<file path="config.mk">
export PLATFORM = sky130hd
export DESIGN_NAME = mem_sweep_sig_accum
export DESIGN_NICKNAME = d
export VERILOG_FILES = /design/src/rtl/mem_sweep_pkg.sv /design/src/rtl/mem_sweep_sig_accum.sv
export SDC_FILE = /design/constraint.sdc
export NUM_CORES = 1
export LEC_CHECK = 0
export ABC_AREA = 1
export CAP_MARGIN = 20
export CELL_PAD_IN_SITES_DETAIL_PLACEMENT = 1
export CELL_PAD_IN_SITES_GLOBAL_PLACEMENT = 1
export CORE_ASPECT_RATIO = 2
export CORE_MARGIN = 5
export CORE_UTILIZATION = 35
export DETAILED_ROUTE_END_ITERATION = 8
export GPL_ROUTABILITY_DRIVEN = 1
export GPL_TIMING_DRIVEN = 0
export MAX_ROUTING_LAYER = met4
export PLACE_DENSITY = 0.93
export SKIP_CTS_REPAIR_TIMING = 1
export SLEW_MARGIN = 0
export SYNTH_ARGS = -nofsm -noshare
export SYNTH_HDL_FRONTEND = slang
export SYNTH_SLANG_ARGS = --single-unit
</file>
<file path="constraint.sdc">
create_clock -name clk -period 2.4 [get_ports clk]
set_input_delay 0.24 -clock clk [delete_from_list [all_inputs] [get_ports clk]]
set_output_delay 0.24 -clock clk [all_outputs]
set_load 0.05 [all_outputs]
</file>
<file path="src/rtl/mem_sweep_pkg.sv">
// Shared types and signature step for the memory sweep checker.
// Optional write-pattern mode is enabled by SWEEP_WRITE_EN.
package mem_sweep_pkg;

  typedef enum logic [1:0] {
    IDLE,
    SWEEP,
    DRAIN,
    DONE
  } sweep_state_t;

  localparam int SIG_MAX = 64;
  typedef logic [SIG_MAX-1:0] sig_word_t;

  localparam sig_word_t SIG_RESET = '0;

  // Rotate-left-by-one of the low w bits, then XOR in the word.
  function automatic sig_word_t sig_step(
    input sig_word_t   sig,
    input sig_word_t   word,
    input int unsigned w
  );
    sig_word_t m;
    sig_word_t r;
    if (w >= SIG_MAX) m = '1;
    else m = (sig_word_t'(1) << w) - sig_word_t'(1);
    r = (sig << 1) | (sig >> (w - 1));
    return (r ^ word) & m;
  endfunction

endpackage

</file>
<file path="src/rtl/mem_sweep_sig_accum.sv">
// Rotate-XOR signature and word counter, cleared at sweep start.
// Optional write-pattern mode of the top is enabled by SWEEP_WRITE_EN.
module mem_sweep_sig_accum
  import mem_sweep_pkg::*;
#(
  parameter int WID   = 9,
  parameter int SIG_W = 32,
  parameter int CW    = 14
) (
  input  logic             clk,
  input  logic             reset,
  input  logic             clear,
  input  logic             valid,
  input  logic [WID-1:0]   word,
  output logic [SIG_W-1:0] sig,
  output logic [CW-1:0]    count
);

  logic [SIG_W-1:0] sig_d, sig_q;
  logic [CW-1:0]    cnt_d, cnt_q;

  always_comb begin
    sig_d = sig_q;
    cnt_d = cnt_q;
    if (clear) begin
      sig_d = SIG_RESET[SIG_W-1:0];
      cnt_d = '0;
    end else if (valid) begin
      sig_d = SIG_W'(sig_step(sig_word_t'(sig_q),
                              sig_word_t'(word),
                              SIG_W));
      cnt_d = cnt_q + 1'b1;
    end
  end

  always_ff @(posedge clk) begin
    if (!reset) begin
      sig_q <= SIG_RESET[SIG_W-1:0];
      cnt_q <= '0;
    end else begin
      sig_q <= sig_d;
      cnt_q <= cnt_d;
    end
  end

  assign sig   = sig_q;
  assign count = cnt_q;

endmodule

</file>
==> impl_metrics.json, run 1 <==
{
  "p_int_w": 0.001137,
  "peakVddDrop_mv": 0.4377,
  "p_clk_frac": 0.379,
  "tns_ns": 0,
  "path_buf_inv": 1,
  "busiest_layer": "met2",
  "synth_edf_count": 0,
  "tritoncts": "built",
  "critPathMaxStageDelay_ns": 0.85,
  "overflow": 0,
  "initial_core_util": 0.3528,
  "relSlewSlack": 0.6476,
  "drv_slew": 0,
  "die-area_sq_um": 7077,
  "die_x_um": 62.04,
  "finalSetupViolCount": 0,
  "worstRegToRegCells": 8,
  "finalHoldViolations": 0,
  "grtUsageMet2": 0.3061,
  "root_buffer": "clkbuf_8",
  "synth.distinct_cells": 21,
  "crit_arrival_ns": 1.61,
  "status": "complete, no violations",
  "worstSetupStartpointType": "flop",
  "finalNonFillerCells": 381,
  "r2r_setup_slack_ns": 1.07,
  "rr_endpoint": "count[6]",
  "p_comb_frac": 0.095,
  "clock_skew_ns": 0.004509,
  "min_path_cells": 2,
  "via_per_inst": 4.948,
  "floorplan.rows": 38,
  "p_leak_nw": 1.009,
  "seq_area_sq_um": 920.9,
  "totalWireLength_um": 5395,
  "grt_pass1_vias": 2068,
  "yosys.area.top_type_share": 0.4858,
  "dp_hpwl_um": 4278,
  "drive_gt1_frac": 0.06231,
  "hp-start": "sig[16]",
  "rsz0062_at_grt": "false",
  "first_pass_iters": 4,
  "drt_iter0_markers": 29,
  "crit_type": "reg -> out",
  "n_antenna_cell": 0,
  "gp_congestion": 0.8162,
  "synthArstFlopShare": 0,
  "critical_path.slowest_cell": "clkdlybuf4s50_1",
  "wl_per_cell_um": 14.16,
  "holdPathEnd": "sig[16]",
  "antenna_found_initial": 0,
  "fmax_mhz": 541.2,
  "synth_nets": 269,
  "yosys.area.top_type": "dfxtp_1",
  "clk_latency_ns": 0.29,
  "core-area_sq_um": 5373,
  "placed_area_sq_um": 2551,
  "tightest_slew_ns": 0.5269,
  "antenna_left": 0,
  "io_buffers": 58,
  "ys_seq_elements": 46,
  "ys_warn_count": 0,
  "cts_buffers": 5,
  "track_usage": 0.1697,
  "grt_use_met1": 0.1691,
  "cap_violations": 0,
  "whs_ns": 0.4806,
  "fin_area_sq_um": 2658,
  "dp_cells": 373,
  "yosysSeqAreaShare": 0.4858,
  "critical_path.max_fanout": 7,
  "finalCritPeriodShare": 0.7699,
  "worst_setup_path_end_kind": "primary output",
  "synthCells": 255,
  "cts.htree.levels": 2,
  "path_delay_family": "buffers and inverters",
  "p_sw_w": 0.0003461,
  "seq_power_share": 0.526,
  "yosys-top-cells-count": "nand2_1 (67), dfxtp_1 (46), nor2_1 (34)",
  "n_fill_cell": 698,
  "grt_first_pass_wirelength_um": 9039,
  "avgSynthCellArea_sq_um": 7.434,
  "worstPathCellList": "clkdlybuf4s50_1",
  "final_net_count": 334,
  "clock-sinks": 46,
  "cp.required_ns": 2.16,
  "synth_ff_type": "dfxtp_1",
  "grtUsageMet3": 0.02822,
  "clk_pin_slew_worst_paths_ns": 0.08,
  "yosys-top-cells-area": "dfxtp_1 (49%), nand2_1 (13%), a21oi_1 (8.2%)",
  "num_vias": 1885,
  "yosysMostFrequentCell": "nand2_1",
  "syn_area_sq_um": 1896,
  "ioPinCount": 59,
  "swShare": 0.2334,
  "die_h_um": 114.1,
  "post-route-min-period_ns": 1.848,
  "r2r-start": "count[0]",
  "cellPowerDensity_nw_per_um2": 557.9,
  "syn_to_final_growth_pct": 40.20,
  "min_path_type": "reg -> reg",
  "grt_max_degree": 14,
  "cts_max_path_buffers": 2,
  "drc": 0,
  "multi_input_area_sq_um": 832.0
}
-- power by group through the flow --
stage | sequential (W) | combinational (W) | clock (W)
4_1_cts | 0.000781 | 0.000142 | 0.000580
3_5_place_dp | 0.000798 | 0.000142 | 0
6_report | 0.000780 | 0.000140 | 0.000562
3_3_place_gp | 0.000798 | 0.000139 | 0
2_1_floorplan | 0.000827 | 0.0000532 | 0
5_1_grt | 0.000782 | 0.000153 | 0.000609
-- per-layer routing --
metal	vias to the layer above	wire, um
met1	883	1981
met3	18	195
met5	-	0
met4	0	167
met2	53	3050
li1	931	-
-- cells by family after synthesis --
family / Yosys count / share of synthesized area
fa+ha+maj: 1 / 0.006600
compound gates: 44 / 0.1175
simple gates: 120 / 0.2640
buf+inv: 33 / 0.07525
xor+xnor: 11 / 0.05082
flops: 46 / 0.4858
-- through the flow --
stage,total power (W),util,setup slack [ns]
floorplan,0.0008799,-,0.8320
global placement,0.0009363,0.4748,0.8389
detailed placement,0.0009399,0.4748,0.7902
CTS,0.001502,0.4946,0.5342
global route,0.001544,0.4946,0.4866
finish,0.001483,0.4946,0.5522
-- layout make-up --
type | instances | area share
Buffer | 11 | 0.02260
Tap cell | 60 | 0.02825
Sequential cell | 46 | 0.3465
Clock buffer | 7 | 0.02872
Inverter | 22 | 0.03107
Timing Repair Buffer | 58 | 0.2185
Clock inverter | 1 | 0.01130
Multi-Input combinational cell | 176 | 0.3131
-- sequential cells by signal (all words and copies together) (netlist names) --
name	flops
count	14
sig	32
-- worst max path at each step --
stage,cells after the start,end,slack (ns),start
after floorplan,8,count[6],0.83,count[0]
after global placement,5,sig[3],0.84,valid
after detailed placement,5,sig[2],0.79,valid
after CTS,1,count[5],0.53,count[5]
after global routing,1,count[5],0.49,count[5]
final,1,count[5],0.55,count[5]
-- placed cells by master (no fill, tap or decap) --
master / instances
inv_2: 1
nor2_4: 2
nand3_2: 1
inv_1: 21
clkbuf_8: 5
clkbuf_1: 4
xor2_1: 10
clkdlybuf4s50_1: 58
nor2_1: 34
nand2_1: 67
nand3_1: 9
xnor2_1: 1
o21ai_0: 11
ha_1: 1
nor3_1: 1
nor2_2: 1
nand4_1: 4
bufinv_16: 1
a31oi_1: 2
dfxtp_1: 46
buf_2: 6
buf_4: 3
a21oi_1: 31
nand3b_1: 1
(Power assumes the default switching activity.)
==> inputs of run 2 (changes only) <==
CORE_UTILIZATION = 32   (was 35)
PLACE_DENSITY = 0.87   (was 0.93)
clock period = 1.8 ns   (was 2.4 ns; I/O delays follow)
==> impl_metrics.json, run 2 (synthesized netlist as in run 1, its figures left out) <==
{
  "critical_path.slowest_cell": "clkdlybuf4s50_1",
  "r2r_setup_slack_ns": 0.51,
  "worstRegToRegCells": 8,
  "wl_per_cell_um": 14.68,
  "critical_path.max_fanout": 5,
  "tightest_slew_ns": 0.5368,
  "n_antenna_cell": 0,
  "initial_core_util": 0.3292,
  "rsz0062_at_grt": "false",
  "ioPinCount": 59,
  "mostFrequentLayoutCells": "nand2_1 (67), clkdlybuf4s50_1 (57), dfxtp_1 (46)",
  "fin_area_sq_um": 2688,
  "cap_violations": 0,
  "post-route-min-period_ns": 1.737,
  "finalNonFillerCells": 381,
  "core-area_sq_um": 5758,
  "grt_max_degree": 13,
  "antenna_left": 0,
  "worstPathCellList": "clkdlybuf4s50_1",
  "path_buf_inv": 1,
  "dp_hpwl_um": 4259,
  "fmax_mhz": 575.8,
  "antenna_found_initial": 0,
  "finalSetupViolCount": 0,
  "grt_pass1_vias": 2016,
  "io_buffers": 58,
  "crit_type": "reg -> out",
  "placed_area_sq_um": 2552,
  "drv_slew": 0,
  "track_usage": 0.1555,
  "peakVddDrop_mv": 0.5929,
  "startpoint": "count[6]",
  "die_h_um": 118.8,
  "rr_endpoint": "count[6]",
  "totalWireLength_um": 5594,
  "syn_to_final_growth_pct": 41.78,
  "clk_latency_ns": 0.28,
  "finalHoldViolations": 0,
  "floorplan.rows": 39,
  "first_pass_iters": 4,
  "cts_buffers": 5,
  "crit_end": "count[6]",
  "crit_arrival_ns": 1.56,
  "tritoncts": "built",
  "dp_cells": 374,
  "worst_setup_path_end_kind": "primary output",
  "relSlewSlack": 0.6410,
  "critPathMaxStageDelay_ns": 0.84,
  "layout_commonest_cell": "nand2_1",
  "largest_reg_flops": 32,
  "worstSetupPathDepth": 1,
  "drc": 0,
  "finalCritPeriodShare": 0.9648,
  "cts_max_path_buffers": 2,
  "via_per_inst": 4.955,
  "final_net_count": 334,
  "status": "complete, no violations",
  "clock_skew_ns": 0.002734,
  "die-area_sq_um": 7656,
  "grt_first_pass_wirelength_um": 9301,
  "drt_iter0_markers": 93,
  "overflow": 0,
  "p_leak_nw": 1.040,
  "cellPowerDensity_nw_per_um2": 780.1,
  "min_path_type": "reg -> reg",
  "worstSetupStartpointType": "flop",
  "r2r-start": "count[0]",
  "die_x_um": 64.42,
  "cp.required_ns": 1.62,
  "root_buffer": "clkbuf_16",
  "num_vias": 1888,
  "clk_pin_slew_worst_paths_ns": 0.06,
  "path_delay_family": "buffers and inverters",
  "clock-sinks": 46,
  "gp_congestion": 0.7758,
  "cts.htree.levels": 2,
  "drive_gt1_frac": 0.05938
}
==> run 2: cell count changes in the layout (fill, tap and decap cells not counted) <==
cell,before,now
bufinv_16,1,0
clkbuf_8,5,0
dlymetal6s2s_1,0,1
clkbuf_16,0,5
clkdlybuf4s50_1,58,57
==> run 2: layout make-up <==
class                      instances  area (sq um)
clock buffer                       7         132.6
multi-input combinational        176         832.0
fill                             706          3070
sequential                        46         920.9
timing repair buffer              58         583.1
tap                               61         76.32
buffer                            11         60.06
inverter                          22         82.58
==> run 2: through the flow <==
step,utilization,setup TNS [ns],total power [W],setup WS (ns),hold slack [ns]
final,0.4668,0,0.002097,0.06330,0.4822
after global routing,0.4668,0,0.002180,0.03315,0.5074
after CTS,0.4663,-0.01014,0.002123,-0.01014,0.4847
after detailed placement,0.4433,0,0.001254,0.2300,0.4767
after global placement,0.4433,0,0.001249,0.2839,0.4648
after floorplan,-,0,0.001173,0.2320,0.3740
==> run 2: worst min path at each step <==
stage / startpoint / end / depth (start not counted)
after global routing: sig[16] / sig[17] / 2
after floorplan: clear / count[0] / 3
after global placement: sig[21] / sig[21] / 2
final: sig[16] / sig[17] / 2
after CTS: sig[16] / sig[17] / 2
after detailed placement: sig[20] / sig[20] / 2
==> run 2: layer usage <==
layer	global-route usage	routed length, um
met4	0.05563	95
met2	0.3005	3176
met5	-	0
met3	0.02166	186
met1	0.1517	2136
==> run 2: tightest hold or removal path, stage by stage (launching register included) <==
cell,delay (ns)
dfxtp_1,0.32
nand2_1,0.06
a21oi_1,0.05
==> run 2: where the power goes <==
part | switching (W) | leakage, nW | internal, W | total, W
Sequential | 0.0000113 | 0.372 | 0.00103 | 0.00104
Combinational | 0.000117 | 0.604 | 0.0000716 | 0.000189
Clock | 0.000359 | 0.0640 | 0.000508 | 0.000867
